==> src/rtl/keypad_pkg.sv <==
// Shared types and key-map helpers for the 4x4 keypad scanner.
package keypad_pkg;

  typedef enum logic [1:0] {
    SCAN     = 2'd0,
    DEBOUNCE = 2'd1,
    RELEASE  = 2'd2
  } kp_state_t;

  localparam logic [3:0] KEY_CLEAR  = 4'd12;
  localparam logic [3:0] KEY_COMMIT = 4'd14;

  // Hex value of each key position; the '*' and '#' slots carry no digit.
  function automatic logic [3:0] key_digit(input logic [3:0] code);
    logic [3:0] d;
    case (code)
      4'd0:    d = 4'h1;
      4'd1:    d = 4'h2;
      4'd2:    d = 4'h3;
      4'd3:    d = 4'hA;
      4'd4:    d = 4'h4;
      4'd5:    d = 4'h5;
      4'd6:    d = 4'h6;
      4'd7:    d = 4'hB;
      4'd8:    d = 4'h7;
      4'd9:    d = 4'h8;
      4'd10:   d = 4'h9;
      4'd11:   d = 4'hC;
      4'd13:   d = 4'h0;
      4'd15:   d = 4'hD;
      default: d = 4'h0;
    endcase
    return d;
  endfunction

  function automatic logic [1:0] lowest_low_row(input logic [3:0] rows);
    logic [1:0] r;
    if (!rows[0])      r = 2'd0;
    else if (!rows[1]) r = 2'd1;
    else if (!rows[2]) r = 2'd2;
    else               r = 2'd3;
    return r;
  endfunction

endpackage

==> src/rtl/key_debounce.sv <==
// Row synchroniser plus a counter of consecutive cycles the synchronised rows
// match a reference pattern supplied by the scanner FSM.
module key_debounce #(
  parameter logic [19:0] DEBOUNCE_CNT = 20'd500000
) (
  input  logic       clk,
  input  logic       rst_n,
  input  logic [3:0] key_row,
  input  logic [3:0] ref_rows,
  input  logic       clr,
  output logic [3:0] row_sync,
  output logic       changed,
  output logic       held
);

  logic [3:0]  sync1_q, sync2_q;
  logic [19:0] cnt_q, cnt_d;
  logic        match;

  always_comb begin
    match   = (sync2_q == ref_rows);
    changed = !match;
    // held fires on the cycle that completes DEBOUNCE_CNT matching cycles
    held    = match && (cnt_q == DEBOUNCE_CNT - 20'd1);
    cnt_d   = cnt_q;
    if (clr || !match) cnt_d = '0;
    else               cnt_d = cnt_q + 20'd1;
  end

  always_ff @(posedge clk or negedge rst_n) begin
    if (!rst_n) begin
      sync1_q <= 4'hF;
      sync2_q <= 4'hF;
      cnt_q   <= '0;
    end else begin
      sync1_q <= key_row;
      sync2_q <= sync1_q;
      cnt_q   <= cnt_d;
    end
  end

  assign row_sync = sync2_q;

endmodule

==> src/rtl/keypad_scanner.sv <==
// 4x4 keypad column scanner with debounce, hex entry register and a
// valid/ready handshake that hands committed entries to the CPU.
module keypad_scanner
  import keypad_pkg::*;
#(
  parameter logic [15:0] SCAN_DIV     = 16'd50000,
  parameter logic [19:0] DEBOUNCE_CNT = 20'd500000,
  parameter int          NUM_DIGITS   = 8
) (
  input  logic                      clk,
  input  logic                      rst_n,
  input  logic [3:0]                key_row,
  output logic [3:0]                key_col,
  output logic                      key_event,
  output logic [3:0]                key_code,
  output logic [4*NUM_DIGITS-1:0]   entry_data,
  output logic                      entry_valid,
  input  logic                      entry_ready
);

  localparam int ENTRY_W = 4 * NUM_DIGITS;

  kp_state_t          state_q, state_d;
  logic [1:0]         col_q, col_d;
  logic [15:0]        div_q, div_d;
  logic [3:0]         rec_rows_q, rec_rows_d;
  logic               key_event_q, key_event_d;
  logic [3:0]         key_code_q, key_code_d;
  logic [ENTRY_W-1:0] entry_data_q, entry_data_d;
  logic               entry_valid_q, entry_valid_d;

  logic [3:0] row_sync, ref_rows;
  logic       db_clr, db_changed, db_held;

  // RELEASE waits for an all-high pattern; DEBOUNCE for the recorded press.
  assign ref_rows = (state_q == RELEASE) ? 4'hF : rec_rows_q;
  assign db_clr   = (state_q == SCAN) || ((state_q == DEBOUNCE) && db_held);

  key_debounce #(.DEBOUNCE_CNT(DEBOUNCE_CNT)) u_debounce (
    .clk      (clk),
    .rst_n    (rst_n),
    .key_row  (key_row),
    .ref_rows (ref_rows),
    .clr      (db_clr),
    .row_sync (row_sync),
    .changed  (db_changed),
    .held     (db_held)
  );

  always_comb begin
    state_d     = state_q;
    col_d       = col_q;
    div_d       = div_q;
    rec_rows_d  = rec_rows_q;
    key_event_d = 1'b0;
    key_code_d  = key_code_q;
    case (state_q)
      SCAN: begin
        if (div_q == SCAN_DIV - 16'd1) begin
          div_d = '0;
          if (row_sync != 4'hF) begin
            rec_rows_d = row_sync;
            state_d    = DEBOUNCE;
          end else begin
            col_d = col_q + 2'd1;
          end
        end else begin
          div_d = div_q + 16'd1;
        end
      end
      DEBOUNCE: begin
        if (db_changed) begin
          state_d = SCAN;
          col_d   = col_q + 2'd1;
          div_d   = '0;
        end else if (db_held) begin
          key_event_d = 1'b1;
          key_code_d  = {lowest_low_row(rec_rows_q), col_q};
          state_d     = RELEASE;
        end
      end
      RELEASE: begin
        if (db_held) begin
          state_d = SCAN;
          col_d   = col_q + 2'd1;
          div_d   = '0;
        end
      end
      default: state_d = SCAN;
    endcase
  end

  // A transfer takes priority; key events only land while nothing is committed.
  always_comb begin
    entry_data_d  = entry_data_q;
    entry_valid_d = entry_valid_q;
    if (entry_valid_q && entry_ready) begin
      entry_valid_d = 1'b0;
      entry_data_d  = '0;
    end else if (key_event_q && !entry_valid_q) begin
      case (key_code_q)
        KEY_CLEAR:  entry_data_d  = '0;
        KEY_COMMIT: entry_valid_d = 1'b1;
        default:    entry_data_d  = {entry_data_q[ENTRY_W-5:0], key_digit(key_code_q)};
      endcase
    end
  end

  always_ff @(posedge clk or negedge rst_n) begin
    if (!rst_n) begin
      state_q       <= SCAN;
      col_q         <= 2'd0;
      div_q         <= '0;
      rec_rows_q    <= 4'hF;
      key_event_q   <= 1'b0;
      key_code_q    <= 4'd0;
      entry_data_q  <= '0;
      entry_valid_q <= 1'b0;
    end else begin
      state_q       <= state_d;
      col_q         <= col_d;
      div_q         <= div_d;
      rec_rows_q    <= rec_rows_d;
      key_event_q   <= key_event_d;
      key_code_q    <= key_code_d;
      entry_data_q  <= entry_data_d;
      entry_valid_q <= entry_valid_d;
    end
  end

  assign key_col     = ~(4'b0001 << col_q);
  assign key_event   = key_event_q;
  assign key_code    = key_code_q;
  assign entry_data  = entry_data_q;
  assign entry_valid = entry_valid_q;

endmodule

==> config.mk <==
export PLATFORM = sky130hd
export DESIGN_NAME = keypad_scanner
export DESIGN_NICKNAME = d
export VERILOG_FILES = /design/src/rtl/keypad_pkg.sv /design/src/rtl/key_debounce.sv /design/src/rtl/keypad_scanner.sv
export SDC_FILE = /design/constraint.sdc
export NUM_CORES = 1
export LEC_CHECK = 0
export CAP_MARGIN = 40
export CORE_MARGIN = 3
export CORE_UTILIZATION = 40
export DETAILED_ROUTE_END_ITERATION = 8
export SLEW_MARGIN = 20
export SYNTH_ARGS = -nofsm -noshare
export SYNTH_HDL_FRONTEND = slang
export SYNTH_SLANG_ARGS = --single-unit
==> constraint.sdc <==
create_clock -name clk -period 4.2 [get_ports clk]
set_input_delay 0.84 -clock clk [delete_from_list [all_inputs] [get_ports clk]]
set_output_delay 0.84 -clock clk [all_outputs]
set_load 0.02 [all_outputs]
==> PnR_summary.wiki <==
{| class="wikitable"
! Metric !! Value
|-
| Outcome || finished, final reports clean
|-
| Number of hold violations in the final report || 0
|-
| Die Wd || 110 um
|-
| Port buffer count || 48
|-
| Finished Core Util || 48.9%
|-
| Setup repair after global routing missed its margin || false
|-
| Req. time, crit path || 4.45 ns
|-
| Initial DRC count || 155
|-
| Clock-pin slew of the registers on the worst-case setup and hold paths || 0.09 ns
|-
| Syn. warnings || 0
|-
| DRT antenna net count || 0
|-
| Cell count after synthesis || 411
|-
| Final weighted congestion in routability-driven placement || 0.803
|-
| Maximum achievable frequency || 0.318 GHz
|-
| Worst reg2reg path startpoint || state_q[0]
|-
| Sort of element at the start of the critical path || flop
|-
| Final count of pins violating max slew || 0
|-
| Final WL || 8780 um
|-
| Number of synthesized register bits || 90
|-
| Largest net degree at the start of global routing || 68
|-
| Avg Cell Area, Syn || 10.6 sq um
|-
| Final HPWL from detailed placement || 6080 um
|-
| Setup TNS || 0 ns
|-
| Source-to-sink clock delay at the later pin of the worst-skew pair || 0.35 ns
|-
| Sinks on the clock net || 90
|-
| Net total in the final layout || 476
|-
| Reg-to-reg setup timing slack || 1.06 ns
|-
| Number of antenna violations at the first check in global routing || 0
|-
| Worst min path class || reg -> reg
|-
| Number of placed I/O pins || 49
|-
| Ratio of cells with drive above 1 in the final layout || 10.4%
|-
| Clk_skew || 0.0175 ns
|-
| Overflow left after global routing || 0
|-
| Final Cycle Share || 74.8%
|-
| Transition time of the tightest slew-check pin || 0.853 ns
|-
| Via count of the first global-routing pass || 3111
|-
| Post-CTS Setup Inserts || 0
|-
| Share of power burned in combinational logic || 2.3%
|-
| Areal power density over the cells || 294 nW/um^2
|-
| Cell internal pwr || 1.17 mW
|-
| Core footprint || 10500 sq um
|-
| End of the worst hold path || u_debounce.row_sync[1]
|-
| TritonCTS clock tree || done
|-
| Critical Path Fanout Max || 20
|-
| FF-to-FF End || div_q[8]
|-
| Root buffer cell || sky130_fd_sc_hd__clkbuf_8
|-
| Die footprint || 12100 sq um
|-
| Post-layout minimum cycle time || 3.14 ns
|-
| Net count after synthesis || 432
|-
| Worst min-delay path startpoint || u_debounce.sync1_q[1]
|-
| # fillers || 994
|-
| Overall global routing resource usage || 15.2%
|-
| Total inserted antenna cells || 0
|-
| Async set-reset flop share out of synthesis || 100%
|-
| Routed length per instance || 14.7 um
|-
| Vias per cell || 5.42
|-
| Number of optimization iterations in the first detailed-route pass || 4
|-
| Starting Density || 41.5%
|-
| Number of gates resized after CTS || 0
|-
| IR Drop Worst-Case VDD || 0.199 mV
|-
| Critical Path End Type || flop
|-
| Leading register cell type out of synthesis || sky130_fd_sc_hd__dfrtp_1
|-
| Number of buffers created by CTS || 9
|-
| Setup violation total in the final timing report || 0
|-
| Number of maximum-capacitance violations || 0
|-
| Via count || 3231
|-
| Net Sw Frac || 22.3%
|-
| Cell depth of the worst flop-to-flop path || 8
|-
| Cell area after synthesis || 4340 sq um
|-
| Static leakage || 2.15 nW
|-
| Clock group share of total power || 39.3%
|-
| Number of library cell types mapped by synthesis || 51
|-
| Sequential share of power || 58.4%
|-
| Cts-stage hold buffer count || 0
|-
| Synthesis-to-layout area growth || 17.9%
|-
| Hold path depth || 0
|-
| H-tree depth || 3
|-
| Max-slew headroom || 42.8%
|-
| Switching power total || 336 uW
|-
| Critical Path AT || 3.39 ns
|-
| Remaining design rule violation count || 0
|-
| Sequential-to-total area share from yosys stat || 52.2%
|-
| Wire length of the first global-routing pass || 14800 um
|-
| Worst Setup Path Type || reg -> reg
|-
| Vertical extent of the die || 110 um
|-
| Number of rows in the core area || 37
|-
| Buffer levels on the longest clock path || 2
|-
| Number of enable-type register cells in the synthesized netlist || 0
|}
==> cells in the mapped netlist, types with 8 or more instances <==
library cell	count	area share, %
sky130_fd_sc_hd__a22o_1	30	6.1
sky130_fd_sc_hd__clkbuf_1	12	1.0
sky130_fd_sc_hd__dfrtp_1	78	45
sky130_fd_sc_hd__dfstp_2	12	7.3
sky130_fd_sc_hd__ha_1	14	4.0
sky130_fd_sc_hd__inv_1	18	1.6
sky130_fd_sc_hd__nand2_1	41	3.5
sky130_fd_sc_hd__nand3_1	20	2.3
sky130_fd_sc_hd__nor2_1	39	3.4
sky130_fd_sc_hd__o21ai_0	22	2.5
sky130_fd_sc_hd__o31ai_1	13	2.2
sky130_fd_sc_hd__o41ai_1	8	1.6
sky130_fd_sc_hd__xnor2_1	9	1.8
sky130_fd_sc_hd__xor2_1	13	2.6
==> cell type report <==
cell class / count / area (sq um) / area share [%]
clock buffers: 10 / 128 / 2.49
repair buffers: 52 / 528 / 10.3
multi-input cells: 284 / 1890 / 36.9
inverters: 18 / 67.6 / 1.32
flip-flops and latches: 90 / 2270 / 44.3
clock inverters: 6 / 71.3 / 1.39
well taps: 136 / 170 / 3.32
==> critical path: stages (launching register included) <==
cell and delay [ns]:
sky130_fd_sc_hd__dfrtp_1 0.39, sky130_fd_sc_hd__inv_1 0.09, sky130_fd_sc_hd__ha_1 0.29, sky130_fd_sc_hd__or3_4 0.42, sky130_fd_sc_hd__a211oi_2 0.23, sky130_fd_sc_hd__o22a_2 0.22, sky130_fd_sc_hd__a21boi_2 0.22, sky130_fd_sc_hd__or4_1 0.79
sky130_fd_sc_hd__o41ai_1 0.40
==> kinds of logic (layout without fill, tap and decap cells) <==
logic type	count (synthesis)	in the layout	share of synthesized area [%]
flops	90	90	52.2
buf+inv	37	86	4.38
xor+xnor	22	22	4.44
compound gates	97	97	16.7
mux	6	6	1.50
fa+ha+maj	14	14	4.03
simple gates	145	145	16.7
==> through the flow <==
| stage | hold slack [ns] | power (mW) | setup slack (ns) | instance area [sq um] | std cells |
|---|---|---|---|---|---|
| 2_1_floorplan | 0.345 | 0.901 | 1.62 | 4340 | 411 |
| 3_3_place_gp | 0.348 | 0.930 | 1.17 | 4890 | 578 |
| 3_5_place_dp | 0.350 | 0.930 | 1.05 | 4900 | 579 |
| 4_1_cts | 0.364 | 1.53 | 1.04 | 5100 | 595 |
| 5_1_grt | 0.366 | 1.58 | 0.867 | 5120 | 596 |
| 6_report | 0.365 | 1.51 | 1.06 | 5120 | 596 |
==> worst max path at each step <==
stage                     from   endpoint  slack, ns
finish              state_q[0]   div_q[8]       1.06
detailed placement  state_q[0]   div_q[8]       1.05
floorplan           state_q[0]  div_q[14]       1.62
CTS                 state_q[0]   div_q[8]       1.04
global route        state_q[0]   div_q[8]       0.87
global placement    state_q[0]   div_q[8]       1.17
==> flip-flops by register name, summed over array words and instances (netlist names) <==
signal               cells
key_code                 4
u_debounce.cnt_q        20
rec_rows_q               4
u_debounce.sync1_q       4
entry_valid              1
div_q                   16
col_q                    2
entry_data              32
u_debounce.row_sync      4
key_event                1
state_q                  2
==> cells in the final DEF (no fill, tap or decap), types with 2 or more instances in the layout <==
cell,n
sky130_fd_sc_hd__dfrtp_1,78
sky130_fd_sc_hd__clkdlybuf4s50_1,47
sky130_fd_sc_hd__nand2_1,41
sky130_fd_sc_hd__nor2_1,39
sky130_fd_sc_hd__a22o_1,30
sky130_fd_sc_hd__o21ai_0,22
sky130_fd_sc_hd__nand3_1,20
sky130_fd_sc_hd__inv_1,18
sky130_fd_sc_hd__ha_1,14
sky130_fd_sc_hd__xor2_1,13
sky130_fd_sc_hd__o31ai_1,13
sky130_fd_sc_hd__dfstp_2,12
sky130_fd_sc_hd__xnor2_1,9
sky130_fd_sc_hd__clkbuf_8,9
sky130_fd_sc_hd__o41ai_1,8
sky130_fd_sc_hd__nand4_1,7
sky130_fd_sc_hd__a211o_1,7
sky130_fd_sc_hd__a21oi_1,6
sky130_fd_sc_hd__nor4_1,5
sky130_fd_sc_hd__nand2b_1,5
sky130_fd_sc_hd__and3_1,4
sky130_fd_sc_hd__mux2_2,4
sky130_fd_sc_hd__or3_1,3
sky130_fd_sc_hd__nor3_1,3
sky130_fd_sc_hd__buf_4,3
sky130_fd_sc_hd__a21oi_2,2
sky130_fd_sc_hd__nor4bb_1,2
sky130_fd_sc_hd__and3_2,2
sky130_fd_sc_hd__nor4b_1,2
sky130_fd_sc_hd__mux2i_1,2
sky130_fd_sc_hd__or4_1,2
sky130_fd_sc_hd__o22ai_1,2
sky130_fd_sc_hd__inv_6,2
==> power by group through the flow <==
stage / Sequential (mW) / Clock [mW] / Combinational (mW)
after floorplan: 0.896 / 0 / 0.00480
after global placement: 0.896 / 0 / 0.0336
after detailed placement: 0.896 / 0 / 0.0335
after CTS: 0.880 / 0.620 / 0.0335
after global routing: 0.881 / 0.658 / 0.0391
final: 0.880 / 0.592 / 0.0342
==> per-layer routing <==
layer	global-route usage (%)	part of all wire [%]	vias to the layer above	wire (um)
met1	19.7	47	1583	4090
met2	25.7	48	67	4200
met5	0	0	-	0
met3	3.32	4.5	10	397
li1	-	-	1571	-
met4	4.49	1.1	0	97
No activity file was read; power rests on OpenSTA's default activity.
